<file path="config.mk">
export PLATFORM = sky130hd
export DESIGN_NAME = pixel_sink_flat
export DESIGN_NICKNAME = d
export VERILOG_FILES = /design/src/rtl/pixel_sink_if.sv /design/src/rtl/pixel_sink.sv /design/src/flat_wrapper.sv
export SDC_FILE = /design/constraint.sdc
export NUM_CORES = 1
export LEC_CHECK = 0
export CAP_MARGIN = 40
export CORE_UTILIZATION = 49
export DETAILED_ROUTE_END_ITERATION = 10
export PLACE_DENSITY = 0.68
export SYNTH_ARGS = -nofsm -noshare
export SYNTH_HDL_FRONTEND = slang
export SYNTH_SLANG_ARGS = --single-unit
</file>
<file path="constraint.sdc">
create_clock -name clock -period 9.6 [get_ports clock]
set_input_delay 1.44 -clock clock [delete_from_list [all_inputs] [get_ports clock]]
set_output_delay 1.44 -clock clock [all_outputs]
set_load 0.05 [all_outputs]
</file>
<file path="src/rtl/pixel_sink_if.sv">
// Pixel-plot stream between the draw FSMs (master) and the pixel sink (slave).
interface pixel_sink_if;
    logic       plot;
    logic [7:0] x;
    logic [6:0] y;
    logic [2:0] colour;
    logic       in_ready;

    modport master (output plot, output x, output y, output colour, input in_ready);
    modport slave  (input plot, input x, input y, input colour, output in_ready);
endinterface

</file>
<file path="src/rtl/pixel_sink.sv">
// Pixel sink: queues plot requests, discards off-screen pixels, writes the rest to the
// framebuffer in acceptance order, and runs a full-screen clear on request.
//
// state | meaning
// IDLE  | accept plots, drain FIFO to the framebuffer
// FLUSH | clear requested: plots refused, FIFO drained
// CLEAR | write CLEAR_COLOUR to every address 0..WIDTH*HEIGHT-1
module pixel_sink #(
    parameter int         WIDTH        = 160,
    parameter int         HEIGHT       = 120,
    parameter int         DEPTH_LOG2   = 3,
    parameter logic [2:0] CLEAR_COLOUR = 3'b000
) (
    input  logic        clock,
    input  logic        resetn,
    pixel_sink_if.slave pix,
    input  logic        clear_req,
    output logic        busy,
    output logic [14:0] mem_addr,
    output logic [2:0]  mem_data,
    output logic        mem_wren,
    input  logic        mem_ready,
    output logic [7:0]  drop_count
);
    localparam logic [1:0] S_IDLE  = 2'd0;
    localparam logic [1:0] S_FLUSH = 2'd1;
    localparam logic [1:0] S_CLEAR = 2'd2;

    localparam int                  DEPTH     = 2 ** DEPTH_LOG2;
    localparam logic [7:0]          X_LIM     = 8'(WIDTH);
    localparam logic [6:0]          Y_LIM     = 7'(HEIGHT);
    localparam logic [14:0]         LAST_ADDR = 15'(WIDTH * HEIGHT - 1);
    localparam logic [DEPTH_LOG2:0] PTR_ONE   = {{DEPTH_LOG2{1'b0}}, 1'b1};

    logic [1:0]            state;
    logic [17:0]           fifo_mem [DEPTH];
    logic [DEPTH_LOG2:0]   wr_ptr;
    logic [DEPTH_LOG2:0]   rd_ptr;
    logic [DEPTH_LOG2:0]   fill;
    logic [DEPTH_LOG2-1:0] rd_idx;
    logic [DEPTH_LOG2-1:0] rd_idx_nxt;
    logic                  empty;
    logic                  full;
    logic                  more_than_one;
    logic                  accept;
    logic                  on_screen;
    logic                  push;
    logic                  pop;
    logic [14:0]           lin_addr;

    assign empty         = (wr_ptr == rd_ptr);
    assign full          = (wr_ptr[DEPTH_LOG2] != rd_ptr[DEPTH_LOG2]) &&
                           (wr_ptr[DEPTH_LOG2-1:0] == rd_ptr[DEPTH_LOG2-1:0]);
    assign fill          = wr_ptr - rd_ptr;
    assign more_than_one = (fill > PTR_ONE);
    assign rd_idx        = rd_ptr[DEPTH_LOG2-1:0];
    assign rd_idx_nxt    = rd_idx + PTR_ONE[DEPTH_LOG2-1:0];

    // Uses registered pointers only, so a pop on a full FIFO frees space one cycle later.
    assign pix.in_ready = resetn && !full && (state == S_IDLE);
    assign accept       = pix.plot && pix.in_ready;
    assign on_screen    = (pix.x < X_LIM) && (pix.y < Y_LIM);
    assign push         = accept && on_screen;
    assign pop          = mem_wren && mem_ready && (state != S_CLEAR);

    // y*160 + x as shifts; the address is computed once on entry to the FIFO.
    assign lin_addr = {1'b0, pix.y, 7'b0} + {3'b0, pix.y, 5'b0} + {7'b0, pix.x};

    assign busy = (state != S_IDLE) || !empty || mem_wren;

    always_ff @(posedge clock) begin
        if (push) begin
            fifo_mem[wr_ptr[DEPTH_LOG2-1:0]] <= {lin_addr, pix.colour};
        end
    end

    always_ff @(posedge clock or negedge resetn) begin
        if (!resetn) begin
            wr_ptr <= '0;
            rd_ptr <= '0;
        end else begin
            if (push) wr_ptr <= wr_ptr + PTR_ONE;
            if (pop)  rd_ptr <= rd_ptr + PTR_ONE;
        end
    end

    always_ff @(posedge clock or negedge resetn) begin
        if (!resetn) begin
            drop_count <= 8'd0;
        end else if (accept && !on_screen && (drop_count != 8'hFF)) begin
            drop_count <= drop_count + 8'd1;
        end
    end

    // The head entry stays in the FIFO while presented; on a pop the next entry is
    // loaded straight away so back-to-back writes need no bubble.
    always_ff @(posedge clock or negedge resetn) begin
        if (!resetn) begin
            state    <= S_IDLE;
            mem_addr <= 15'd0;
            mem_data <= 3'd0;
            mem_wren <= 1'b0;
        end else begin
            case (state)
                S_IDLE, S_FLUSH: begin
                    if ((state == S_IDLE) && clear_req) begin
                        state <= S_FLUSH;
                    end
                    if (pop) begin
                        if (more_than_one) begin
                            {mem_addr, mem_data} <= fifo_mem[rd_idx_nxt];
                        end else begin
                            mem_wren <= 1'b0;
                        end
                    end else if (!mem_wren && !empty) begin
                        {mem_addr, mem_data} <= fifo_mem[rd_idx];
                        mem_wren             <= 1'b1;
                    end else if ((state == S_FLUSH) && empty && !mem_wren) begin
                        state    <= S_CLEAR;
                        mem_addr <= 15'd0;
                        mem_data <= CLEAR_COLOUR;
                        mem_wren <= 1'b1;
                    end
                end
                S_CLEAR: begin
                    if (mem_ready) begin
                        if (mem_addr == LAST_ADDR) begin
                            state    <= S_IDLE;
                            mem_addr <= 15'd0;
                            mem_wren <= 1'b0;
                        end else begin
                            mem_addr <= mem_addr + 15'd1;
                        end
                    end
                end
                default: begin
                    state    <= S_IDLE;
                    mem_wren <= 1'b0;
                end
            endcase
        end
    end
endmodule

</file>
<file path="src/flat_wrapper.sv">
// flat-port wrapper written by rule: the top's interface ports become plain ports
module pixel_sink_flat 
#(
    parameter int         WIDTH        = 160,
    parameter int         HEIGHT       = 120,
    parameter int         DEPTH_LOG2   = 3,
    parameter logic [2:0] CLEAR_COLOUR = 3'b000
)
  (clock, resetn, clear_req, busy, mem_addr, mem_data, mem_wren, mem_ready, drop_count, pix_plot, pix_x, pix_y, pix_colour, pix_in_ready);
  pixel_sink_if pix_i ();
  input  logic clock;
  input  logic resetn;
  input  logic clear_req;
  output logic busy;
  output logic [14:0] mem_addr;
  output logic [2:0] mem_data;
  output logic mem_wren;
  input  logic mem_ready;
  output logic [7:0] drop_count;
  input wire logic [$bits(pix_i.plot)-1:0] pix_plot;
  input wire logic [$bits(pix_i.x)-1:0] pix_x;
  input wire logic [$bits(pix_i.y)-1:0] pix_y;
  input wire logic [$bits(pix_i.colour)-1:0] pix_colour;
  output wire logic [$bits(pix_i.in_ready)-1:0] pix_in_ready;
  assign pix_i.plot = pix_plot;
  assign pix_i.x = pix_x;
  assign pix_i.y = pix_y;
  assign pix_i.colour = pix_colour;
  assign pix_in_ready = pix_i.in_ready;
  pixel_sink #(.WIDTH(WIDTH), .HEIGHT(HEIGHT), .DEPTH_LOG2(DEPTH_LOG2), .CLEAR_COLOUR(CLEAR_COLOUR)) u_core (.clock(clock), .resetn(resetn), .pix(pix_i), .clear_req(clear_req), .busy(busy), .mem_addr(mem_addr), .mem_data(mem_data), .mem_wren(mem_wren), .mem_ready(mem_ready), .drop_count(drop_count));
endmodule
</file>
==> flow_summary_export.csv <==
group,metric,value,unit
floorplanning,die_h,138.1,um
sta,rsz0062_at_grt,"false",
critical_path,critPathLaunch,"u_core.rd_ptr[1]$_DFFE_PN0P_",
synth,yosysMostFrequentCell,"edfxtp_1",
cts,htreeDepth,4,
critical_path,critPathCaptureType,"output port",
drt,wl,20510,um
drt,viasPerCell,6.366,
placement,dpl-instance-area,9882,um2
synth,synth_xor_area_share,2.206,%
cts,clk_latency,0.43,ns
sta,hold-worst-slack,0.4929,ns
synth,yosys_most_used_dff,"edfxtp_1",
critical_path,critPathRequiredTime,8.16,ns
sta,clock-skew-final,0.01519,ns
drt,drt_iter0_drc,457,
critical_path,path_max_fanout,34,
sta,fin_setup_tns,0,ns
layout,area_growth,15.51,%
synth,synth-async-reset-ratio,20.44,%
hold_path,min_path_type,"flip-flop to flip-flop",
cts,cts-buffers-inserted,17,
drt,antenna_left,0,
drt,post_drt_wl_per_cell,23.96,um
sta,setup_viol,0,
cts,post-cts-setup-buffers,0,
synth,yosysUniqueCellTypes,69,
critical_path,r2r-start,"u_core.rd_ptr[1]$_DFFE_PN0P_",
synth,syn_area_per_cell,16.27,um2
status,violations,"design-rule violations",
global_route,grtUsageMet3,4.364,%
sta,final_hold_viol_count,0,
global_route,grt-ovfl-total,0,
global_route,grt_busiest_layer,"met2",
global_route,grt_start_max_net_pins,36,
sta,fmax,0.1981,GHz
synth,synthTopCellsByCount,"144 x edfxtp_1, 72 x mux4_2, 37 x dfrtp_1",
synth,synth_edf_count,144,
synth,synth_top_family_by_area,"multiplexers",
hold_path,hp-start,"u_core.rd_ptr[3]$_DFFE_PN0P_",
cts,cts_root_buffer,"clkbuf_16",
critical_path,r2r_setup_slack,5.78,ns
layout,stdcell_area,10480,um2
floorplanning,ios,52,
synth,syn-num-nets,604,
synth,ys_ff_latch,181,
floorplanning,dieArea,19070,um2
job,max-cap-violations,0,
cts,cts-hold-fix-buffers,0,
floorplanning,die_w,138.1,um
global_route,met2_usage,38.02,%
layout,ff_latch_area,5255,um2
sta,fin_crit,5.049,ns
sta,drv_slew,0,
cts,clockBufferDepth,2,
hold_path,hold_depth,1,
placement,io_buffer_count,51,
sta,finalCritPeriodShare,52.59,%
critical_path,reg2reg_to,"u_core.mem_addr[13]$_DFFE_PN0P_",
placement,gp_congestion,0.8429,
power,powerDensity,283.3,nW/um2
cts,cts_tree,"built",
critical_path,startpoint_type,"flip-flop",
synth,synth-simple-area-share,6.010,%
synth,synth_compound_area_share,7.265,%
synth,synthAdderAreaFrac,3.419,%
critical_path,critPathKind,"flip-flop to output port",
power,power_leakage,3.637,nW
cts,cts.sink_count,181,
layout,fin_nets,660,
layout,layout-drive-gt1-share,23.76,%
drt,drt_first_pass_iters,7,
cts,ctsResizeCount,0,
critical_path,reg2regPathDepth,9,
status,status,"finished, violations left",
synth,synth_area_leaders,"edfxtp_1 48%, mux4_2 18%, dfrtp_1 10%",
synth,netlist_instances,558,
synth,ys_seq_area_share,57.84,%
synth,yosys_warnings,0,
power,totalPowerFinal,2.970,mW
drt,vias,5449,
floorplanning,coreArea,18090,um2
global_route,grt_use_total,23.15,%
sta,worst_pin_slew,0.8576,ns
synth,muxShareOfSynthArea,20.93,%
sta,relSlewSlack,42.23,%
global_route,grt_pass1_wl,32680,um
layout,n_antenna_cell,0,
layout,nFillCells,1356,
critical_path,crit_arrival,3.61,ns
global_route,antenna_found_initial,0,
global_route,grt_use_met1,30.87,%
cts,clk_pin_slew,0.07,ns
synth,netlist.area_leader.share,47.64,%
synth,synth_area,9076,um2
synth,synth_top_cell_by_area,"edfxtp_1",
layout,multi_input_area,3650,um2
global_route,grt_pass1_vias,5646,
power,irDropWorstVdd,152.0,uV
floorplanning,row_count,49,
floorplanning,initial_core_util,50.18,%
drt,drc,8,
hold_path,hold_end,"u_core.rd_ptr[3]$_DFFE_PN0P_",
placement,place_hpwl,13530,um
## per-layer routing
layer  share of wire (%)  routed length, um  vias up
met5                   0                  0        -
met3                 5.4               1100       33
li1                    -                  -     2398
met2                  50              10240      187
met1                  43               8728     2831
met4                 2.1                439        0
## cell families after synthesis
logic type | Yosys count
XOR/XNOR | 22
AO/OA/AOI/OAI | 91
AND/OR/NAND/NOR | 101
flip-flops | 181
multiplexers | 99
buffers and inverters | 41
adder cells (fa/ha/maj) | 23
## worst max path at each step
stage | end | slack, ns | cells after the start
after global routing | busy | 4.33 | 7
after global placement | pix_in_ready | 4.46 | 4
after detailed placement | pix_in_ready | 4.80 | 5
final | busy | 4.55 | 7
after CTS | busy | 4.48 | 7
after floorplan | u_core.fifo_mem[4][0]$_DFFE_PP_ | 4.89 | 6
## registers in the layout, summed over array words and instances, names as in the netlist
register           flops
u_core.rd_ptr          4
u_core.state           2
u_core.mem_addr       15
u_core.drop_count      8
u_core.mem_wren        1
u_core.mem_data        3
u_core.wr_ptr          4
u_core.fifo_mem      144
## stage by stage
stage	setup WS [ns]	std cells	utilization, %
2_1_floorplan	4.892	558	-
3_3_place_gp	4.456	822	54.44
3_5_place_dp	4.804	824	54.64
4_1_cts	4.480	856	57.97
5_1_grt	4.325	856	57.97
6_report	4.551	856	57.97
## critical path: stages (launching register included)
cell and delay, ns:
dfrtp_2 0.34, buf_4 0.50, clkinv_1 0.41, ha_1 0.44, nand3_1 0.11, or3_1 0.37, or3_1 0.31, clkdlybuf4s50_1 0.70
## layout make-up
cell class	instances	share of cell area (%)
Tap cell	229	2.733
Timing Repair Buffer	68	6.230
Clock buffer	17	4.058
Inverter	10	0.3580
Clock inverter	15	1.683
Multi-Input combinational cell	336	34.81
Sequential cell	181	50.13
## report_power, final
group          internal, mW  total, mW  switching [mW]
clock network         0.411      0.709           0.298
registers             0.923       1.05           0.125
logic                 0.584       1.21           0.629
total                  1.92       2.97            1.05
## placed cells by master, fill, tap and decap left out, types with 2 or more instances in the layout
cell type / netlist / routed
nand2_1: 30 / 30
a21oi_1: 9 / 9
edfxtp_1: 144 / 144
nor2_2: 1 / 2
or3_1: 3 / 3
clkinv_4: 0 / 3
nor3b_2: 1 / 3
a21o_1: 3 / 3
mux2i_1: 21 / 21
nor3_1: 9 / 5
dfrtp_1: 37 / 35
inv_6: 0 / 3
fa_1: 3 / 3
nand3_1: 7 / 7
mux4_2: 72 / 72
inv_1: 8 / 8
a211oi_1: 2 / 2
mux2_2: 6 / 6
buf_4: 6 / 15
a22oi_1: 12 / 12
bufinv_16: 0 / 3
nand4_1: 8 / 8
ha_1: 20 / 19
or4_1: 2 / 2
and3_1: 4 / 4
o21bai_1: 2 / 2
o21ai_0: 24 / 24
a22o_1: 11 / 11
clkinv_1: 1 / 5
and4_1: 2 / 2
nor2_1: 13 / 12
clkdlybuf4s50_1: 0 / 50
xnor2_1: 15 / 15
xor2_1: 6 / 6
nor3_2: 1 / 5
nand2b_1: 6 / 6
clkbuf_16: 0 / 17
o31a_1: 2 / 2
o22ai_1: 4 / 4
o211ai_1: 6 / 6
Note: power is estimated with default switching activity, not from simulation.
